$ cat src/rtl/qs1r_fir_pkg.sv
// qs1r_fir_pkg: shared constants and types for the dual I/Q FIR decimator
// sequencer (sample width, default pass geometry, sequencer state encoding).

package qs1r_fir_pkg;

    localparam int SAMPLE_W       = 24;
    localparam int DEF_TAPS       = 256;
    localparam int DEF_AW         = 8;
    localparam int DEF_GAP        = DEF_TAPS + 8;
    localparam int DEF_COEFF_LEAD = 2;
    localparam int DEF_FIFO_DEPTH = 4;

    typedef enum logic [1:0] {
        HOLD = 2'd0,
        IDLE = 2'd1,
        RUN  = 2'd2
    } fir_state_e;

endpackage

$ cat src/rtl/qs1r_fir_ctrl_fifo.sv
// qs1r_fir_ctrl_fifo: small synchronous FIFO buffering {i,q} sample words
// between the CIC decimators and the FIR start sequencer. A push into a full
// FIFO is only accepted when a pop happens in the same cycle.

module qs1r_fir_ctrl_fifo #(
    parameter  int DEPTH = 4,
    parameter  int WIDTH = 48,
    localparam int LW    = $clog2(DEPTH)
) (
    input  logic             clock,
    input  logic             reset,
    input  logic             push,
    input  logic             pop,
    input  logic [WIDTH-1:0] wr_data,
    output logic [WIDTH-1:0] rd_data,
    output logic [LW:0]      level,
    output logic             full,
    output logic             empty
);

    localparam logic [LW-1:0] PTR_ONE  = LW'(1);
    localparam logic [LW:0]   LVL_ONE  = (LW + 1)'(1);
    localparam logic [LW:0]   LVL_FULL = (LW + 1)'(DEPTH);

    logic [WIDTH-1:0] mem [DEPTH];
    logic [LW-1:0]    wr_ptr;
    logic [LW-1:0]    rd_ptr;
    logic             do_push;
    logic             do_pop;

    assign empty   = (level == '0);
    assign full    = (level == LVL_FULL);
    assign do_pop  = pop & ~empty;
    assign do_push = push & (~full | do_pop);
    assign rd_data = mem[rd_ptr];

    // Pointer and occupancy tracking; push+pop together leaves the level unchanged.
    always_ff @(posedge clock) begin
        if (reset) begin
            wr_ptr <= '0;
            rd_ptr <= '0;
            level  <= '0;
        end else begin
            if (do_push) wr_ptr <= wr_ptr + PTR_ONE;
            if (do_pop)  rd_ptr <= rd_ptr + PTR_ONE;
            case ({do_push, do_pop})
                2'b10:   level <= level + LVL_ONE;
                2'b01:   level <= level - LVL_ONE;
                default: level <= level;
            endcase
        end
    end

    // Sample storage; contents need no reset since level gates every read.
    always_ff @(posedge clock) begin
        if (do_push) mem[wr_ptr] <= wr_data;
    end

endmodule

$ cat src/rtl/qs1r_fir_ctrl.sv
// qs1r_fir_ctrl: start sequencer for the I and Q FIR decimator engines.
// Buffers CIC samples, issues one fir_start per sample no closer than GAP
// cycles apart, drives the coefficient read address in step with the taps,
// and forwards host coefficient writes to the coefficient RAM.
// Build option QS1R_FIR_CTRL_BANK_EN: double-buffered coefficient banks with
// host writes to the inactive bank and a deferred bank swap; without it a
// single live bank is used and coef_swap is ignored.
//
// state | meaning
// HOLD  | after reset: wait GAP cycles for FIRs (no reset) to finish any pass
// IDLE  | ready; start a pass as soon as the FIFO holds a sample
// RUN   | MAC pass in flight; counter sweeps the coefficient address

module qs1r_fir_ctrl
    import qs1r_fir_pkg::*;
#(
    parameter int TAPS       = DEF_TAPS,
    parameter int AW         = DEF_AW,
    parameter int GAP        = DEF_GAP,
    parameter int COEFF_LEAD = DEF_COEFF_LEAD,
    parameter int FIFO_DEPTH = DEF_FIFO_DEPTH
) (
    input  logic                          clock,
    input  logic                          reset,
    input  logic                          in_strobe,
    input  logic [SAMPLE_W-1:0]           in_i,
    input  logic [SAMPLE_W-1:0]           in_q,
    output logic                          fir_start,
    output logic [SAMPLE_W-1:0]           fir_in_i,
    output logic [SAMPLE_W-1:0]           fir_in_q,
    output logic [AW:0]                   coeff_addr,
    input  logic                          coef_wr,
    input  logic [AW-1:0]                 coef_wr_addr,
    input  logic [SAMPLE_W-1:0]           coef_wr_data,
    output logic                          coef_we,
    output logic [AW:0]                   coef_waddr,
    output logic [SAMPLE_W-1:0]           coef_wdata,
    input  logic                          coef_swap,
    output logic                          coef_swap_ack,
    output logic                          active_bank,
    output logic                          busy,
    output logic [$clog2(FIFO_DEPTH):0]   fifo_level,
    output logic                          overrun,
    input  logic                          ovr_clr
);

    localparam int CW = $clog2(GAP + 1);

    localparam logic [CW-1:0] CNT_ONE    = CW'(1);
    localparam logic [CW-1:0] HOLD_LAST  = CW'(GAP - 1);
    localparam logic [CW-1:0] RUN_LAST   = CW'(GAP - 2);
    localparam logic [CW-1:0] TAP_FIRST  = CW'(COEFF_LEAD);
    localparam logic [CW-1:0] TAP_LAST   = CW'(TAPS + COEFF_LEAD - 2);
    localparam logic [CW-1:0] TAP_OFFSET = CW'(COEFF_LEAD - 1);

    fir_state_e              state;
    fir_state_e              state_next;
    logic [CW-1:0]           cnt;
    logic [CW-1:0]           cnt_next;
    logic                    issue;
    logic [AW-1:0]           tap_q;
    logic [AW-1:0]           tap_next;
    logic                    bank;
    logic                    wr_bank;

    logic [2*SAMPLE_W-1:0]   fifo_head;
    logic                    fifo_full;
    logic                    fifo_empty;
    logic                    fifo_drop;

    qs1r_fir_ctrl_fifo #(
        .DEPTH (FIFO_DEPTH),
        .WIDTH (2 * SAMPLE_W)
    ) u_fifo (
        .clock   (clock),
        .reset   (reset),
        .push    (in_strobe),
        .pop     (issue),
        .wr_data ({in_i, in_q}),
        .rd_data (fifo_head),
        .level   (fifo_level),
        .full    (fifo_full),
        .empty   (fifo_empty)
    );

    assign fifo_drop  = in_strobe & fifo_full & ~issue;
    assign coeff_addr = {bank, tap_q};
    assign active_bank = bank;

    // Next state, pass counter and tap index. RUN is left one count early so
    // the counter reads GAP-1 in the IDLE cycle, which lets the next start
    // land exactly GAP cycles after the previous one.
    always_comb begin
        state_next = state;
        cnt_next   = cnt;
        issue      = 1'b0;
        tap_next   = '0;
        case (state)
            HOLD: begin
                cnt_next = cnt + CNT_ONE;
                if (cnt == HOLD_LAST) state_next = IDLE;
            end
            IDLE: begin
                if (!fifo_empty) begin
                    issue      = 1'b1;
                    cnt_next   = '0;
                    state_next = RUN;
                end
            end
            RUN: begin
                cnt_next = cnt + CNT_ONE;
                if (cnt == RUN_LAST) state_next = IDLE;
            end
            default: begin
                cnt_next   = '0;
                state_next = HOLD;
            end
        endcase
        if (state_next == RUN && cnt_next >= TAP_FIRST && cnt_next <= TAP_LAST)
            tap_next = AW'(cnt_next - TAP_OFFSET);
    end

    // Sequencer registers and the registered FIR-facing outputs.
    always_ff @(posedge clock) begin
        if (reset) begin
            state     <= HOLD;
            cnt       <= '0;
            fir_start <= 1'b0;
            fir_in_i  <= '0;
            fir_in_q  <= '0;
            busy      <= 1'b1;
            tap_q     <= '0;
        end else begin
            state     <= state_next;
            cnt       <= cnt_next;
            fir_start <= issue;
            busy      <= (state_next != IDLE);
            tap_q     <= tap_next;
            if (issue) begin
                fir_in_i <= fifo_head[2*SAMPLE_W-1:SAMPLE_W];
                fir_in_q <= fifo_head[SAMPLE_W-1:0];
            end
        end
    end

    // Sticky overrun; a drop in the same cycle as a clear keeps the flag set.
    always_ff @(posedge clock) begin
        if (reset)          overrun <= 1'b0;
        else if (fifo_drop) overrun <= 1'b1;
        else if (ovr_clr)   overrun <= 1'b0;
    end

    // Host coefficient write forwarding, one cycle behind the request.
    always_ff @(posedge clock) begin
        if (reset) begin
            coef_we    <= 1'b0;
            coef_waddr <= '0;
            coef_wdata <= '0;
        end else begin
            coef_we <= coef_wr;
            if (coef_wr) begin
                coef_waddr <= {wr_bank, coef_wr_addr};
                coef_wdata <= coef_wr_data;
            end
        end
    end

`ifdef QS1R_FIR_CTRL_BANK_EN
    logic swap_pend;
    logic swap_go;

    // Swaps only land while no pass can be reading coefficients.
    assign swap_go = swap_pend & ((state == HOLD) | ((state == IDLE) & ~issue));
    assign wr_bank = ~bank;

    // Pending swap request, live bank select and the swap acknowledge pulse.
    always_ff @(posedge clock) begin
        if (reset) begin
            swap_pend     <= 1'b0;
            bank          <= 1'b0;
            coef_swap_ack <= 1'b0;
        end else begin
            swap_pend     <= (swap_pend & ~swap_go) | coef_swap;
            coef_swap_ack <= swap_go;
            if (swap_go) bank <= ~bank;
        end
    end
`else
    logic unused_swap;

    assign unused_swap   = coef_swap;
    assign bank          = 1'b0;
    assign wr_bank       = 1'b0;
    assign coef_swap_ack = 1'b0;
`endif

endmodule

$ cat config.mk
export PLATFORM = sky130hd
export DESIGN_NAME = qs1r_fir_ctrl
export DESIGN_NICKNAME = d
export VERILOG_FILES = /design/src/rtl/qs1r_fir_pkg.sv /design/src/rtl/qs1r_fir_ctrl_fifo.sv /design/src/rtl/qs1r_fir_ctrl.sv
export SDC_FILE = /design/constraint.sdc
export NUM_CORES = 1
export LEC_CHECK = 0
export ABC_AREA = 1
export BUFFER_PORTS_ARGS = -buffer_cell sky130_fd_sc_hd__buf_4
export CAP_MARGIN = 20
export CELL_PAD_IN_SITES_DETAIL_PLACEMENT = 1
export CELL_PAD_IN_SITES_GLOBAL_PLACEMENT = 1
export CORE_MARGIN = 2
export CORE_UTILIZATION = 44
export DETAILED_ROUTE_END_ITERATION = 16
export HOLD_SLACK_MARGIN = 0.05
export PLACE_DENSITY_LB_ADDON = 0.1
export SLEW_MARGIN = 10
export SYNTH_ARGS = -nofsm -noshare
export SYNTH_HDL_FRONTEND = slang
export SYNTH_SLANG_ARGS = --single-unit
export TNS_END_PERCENT = 30
$ cat constraint.sdc
create_clock -name clock -period 4.9 [get_ports clock]
set_input_delay 0.98 -clock clock [delete_from_list [all_inputs] [get_ports clock]]
set_output_delay 0.98 -clock clock [all_outputs]
set_load 0.005 [all_outputs]
==> metrics.txt <==
outcome=completed; Hold Path Class=reg -> reg; Setup Buffers After CTS=0; yosys warns=0; Slew HR=32.5%; worst reg-to-reg setup slack=roughly 2200 ps; dpl hpwl=16.9 mm; P_leak=0.00544 uW; io pins=185; number of clock sinks=302; post-route ant nets=0; layout cells sized above 1=about a fifth; row count=58; Worst path max stage delay=590 ps; die width=165 um; Sw Share=21.7%; clock network fraction of design power=a little over two fifths; Filler cells=2,682; most common cell in the netlist=nor2_1; proportion of power drawn by flip-flops and latches=51.6%; worst hold path startpoint=overrun; Sequential Area=7970 sq um; max-cap viol count=0; Setup-failing EPs final=0; NetSw=1190 uW; arrival time worst endpoint=about 2800 ps; post-synth cell types=31; maximum operating frequency=0.375 GHz; Slowest-stage cell, CP=buf_4; multi-input logic area=around 3000 sq um; Hold Path End=overrun; final number of hold-violating endpoints=0; Required @ worst endpoint=5050 ps; Port Buffers=179; CP top delay family=buffers and inverters; Worst setup EP type=register; clk root buf=clkbuf_16; 1st-iter DRT viols=424; Peak supply drop=311 uV; area leader, netlist=edfxtp_1; crit-path cells=inv_2, nor2_4, o21ai_1, buf_4, nor2_4, buf_4; number of CTS-inserted buffers=34; Routed WL per cell=18.3 um; Commonest cells post-synth=nor2_1, edfxtp_1, o21ai_0, dfxtp_1, a31oi_1; period utilisation layout=54.4%; Tmin final=2670 ps; Bufs on Longest Clock Path=3; Layout area overhead=23.9%; Synth Cell Area=11,400 sq um; Core Region=25,300 sq um; synth top area cells=edfxtp_1, dfxtp_1, nor2_1; most common flop cell mapped by yosys=edfxtp_1; Crit Path Category=reg -> reg; global-route wire length before repair=44.5 mm; share of the synthesized area in the top cell type=50.7%; number of vias per cell=between 5 and 6; critical-path maximum fanout=37; Initial Util=45.0%; CTS tree=yes; GRT Total Usage=21.1%; Buffers & Inverters on Critical Path=3; Hold WS=482 ps; fin nets=roughly 1.3k; die area=27,100 sq um; Async SR Flop Fraction=0%; Die Ht=165 um; Post-CTS Hold Buffers=0; Final Max Tran Viols=0; setup TNS=0 ps; mean area per synthesized cell=~11 sq um; Power Density=391 nW/um^2; Post-CTS Resized=0; Worst-path clk slew=50 ps; EDFF count, synth=around 190; global route overflow=0; clk_lat worst skew=roughly 520 ps; Total Routed Length=28.6 mm; Int Pwr=about 4300 uW; Reg-to-Reg End=u_fifo.mem[0][13]; r2r worst-path depth=6; largest net degree at the start of global routing=around 100; Slew @ Worst Pin=approximately 1000 ps; sequential area share after synthesis=between 70% and 80%; Worst Clk Skew=13.7 ps; unrepaired setup endpoints after global routing=no; Tot Pwr=5500 uW; Hold Path Stages=2; CTS H-tree depth=2; Startpoint Class=register; initial antenna violation count=1; via count=8,172; DRC viols=0; Gate power share=under 10%; Cells after Synth=1,039; drt first pass iters=5; synthesized flop and latch total=~300; vias in the first global route=about 8.5k; RR Startpoint=state[0]; GP Congestion=0.743
power by group through the flow:
stage	registers, uW	clock network (uW)	logic [uW]
floorplan	2890	0	138
global placement	2880	0	290
detailed placement	2890	0	300
CTS	2840	2420	302
global route	2840	2530	336
finish	2840	2370	297
placed cells by master (no fill, tap or decap), types with 4 or more instances in the layout:
master	n
ha_1	9
conb_1	4
buf_4	190
edfxtp_1	192
a21oi_1	12
nand3_1	14
dfxtp_1	108
clkbuf_1	15
inv_2	5
nor2_1	296
a31oi_1	49
nand2_1	33
nor2_4	6
inv_1	36
o21ai_0	184
nand4_1	5
clkbuf_16	35
logic make-up after synthesis:
group	share of synthesized area, %
and+or+nand+nor	13.0
buffers and inverters	3.62
DFF	70.1
other	0.0330
xor gates and xnor gates	0.385
AOI/OAI and AO/OA	11.7
adders and majority gates	1.17
flip-flops by register name, summed over array words and instances, names as in the netlist, 3 cells and up:
signal        flops
u_fifo.level      3
coef_waddr        8
cnt               9
fir_in_i         24
u_fifo.mem      192
tap_q             8
fir_in_q         24
coef_wdata       24
metrics by stage:
step / setup slack (ps) / area (sq um) / cells / util (%)
after floorplan: 1250 / 11400 / 1042 / -
after global placement: 1850 / 13000 / 1501 / 51.5
after detailed placement: 1870 / 13000 / 1501 / 51.5
after CTS: 1980 / 14000 / 1561 / 55.6
after global routing: 2090 / 14100 / 1563 / 55.7
final: 2230 / 14100 / 1564 / 55.8
how the worst max path moves through the flow:
stage                                   end  cells past startpoint  slack, ps       startpoint
after global routing      u_fifo.mem[0][11]                      6       2090         state[0]
final                     u_fifo.mem[0][13]                      6       2230         state[0]
after floorplan            u_fifo.mem[0][0]                      2       1250        in_strobe
after detailed placement    u_fifo.level[2]                      9       1870        in_strobe
after global placement      u_fifo.level[2]                      9       1850        in_strobe
after CTS                   u_fifo.level[2]                     10       1980  u_fifo.level[1]
tightest hold or removal path, delay by kind of cell (launching register included):
kind               cells  cell delay (ps)
DFF                    1              310
and+or+nand+nor        1               70
AOI/OAI and AO/OA      1               60
layer usage:
metal	track usage [%]	wire length, um
met5	0	0
met4	5.77	542
met3	6.45	2090
met2	38.0	14100
met1	24.4	11800
final cells by class:
class	instances	area share, %
well taps	330	2.93
clock buffers	54	6.97
flip-flops and latches	302	56.6
clock inverters	6	0.355
multi-input cells	637	21.5
repair buffers	192	10.5
inverters	42	1.14
diodes	1	0.0178
(Power assumes the default switching activity.)
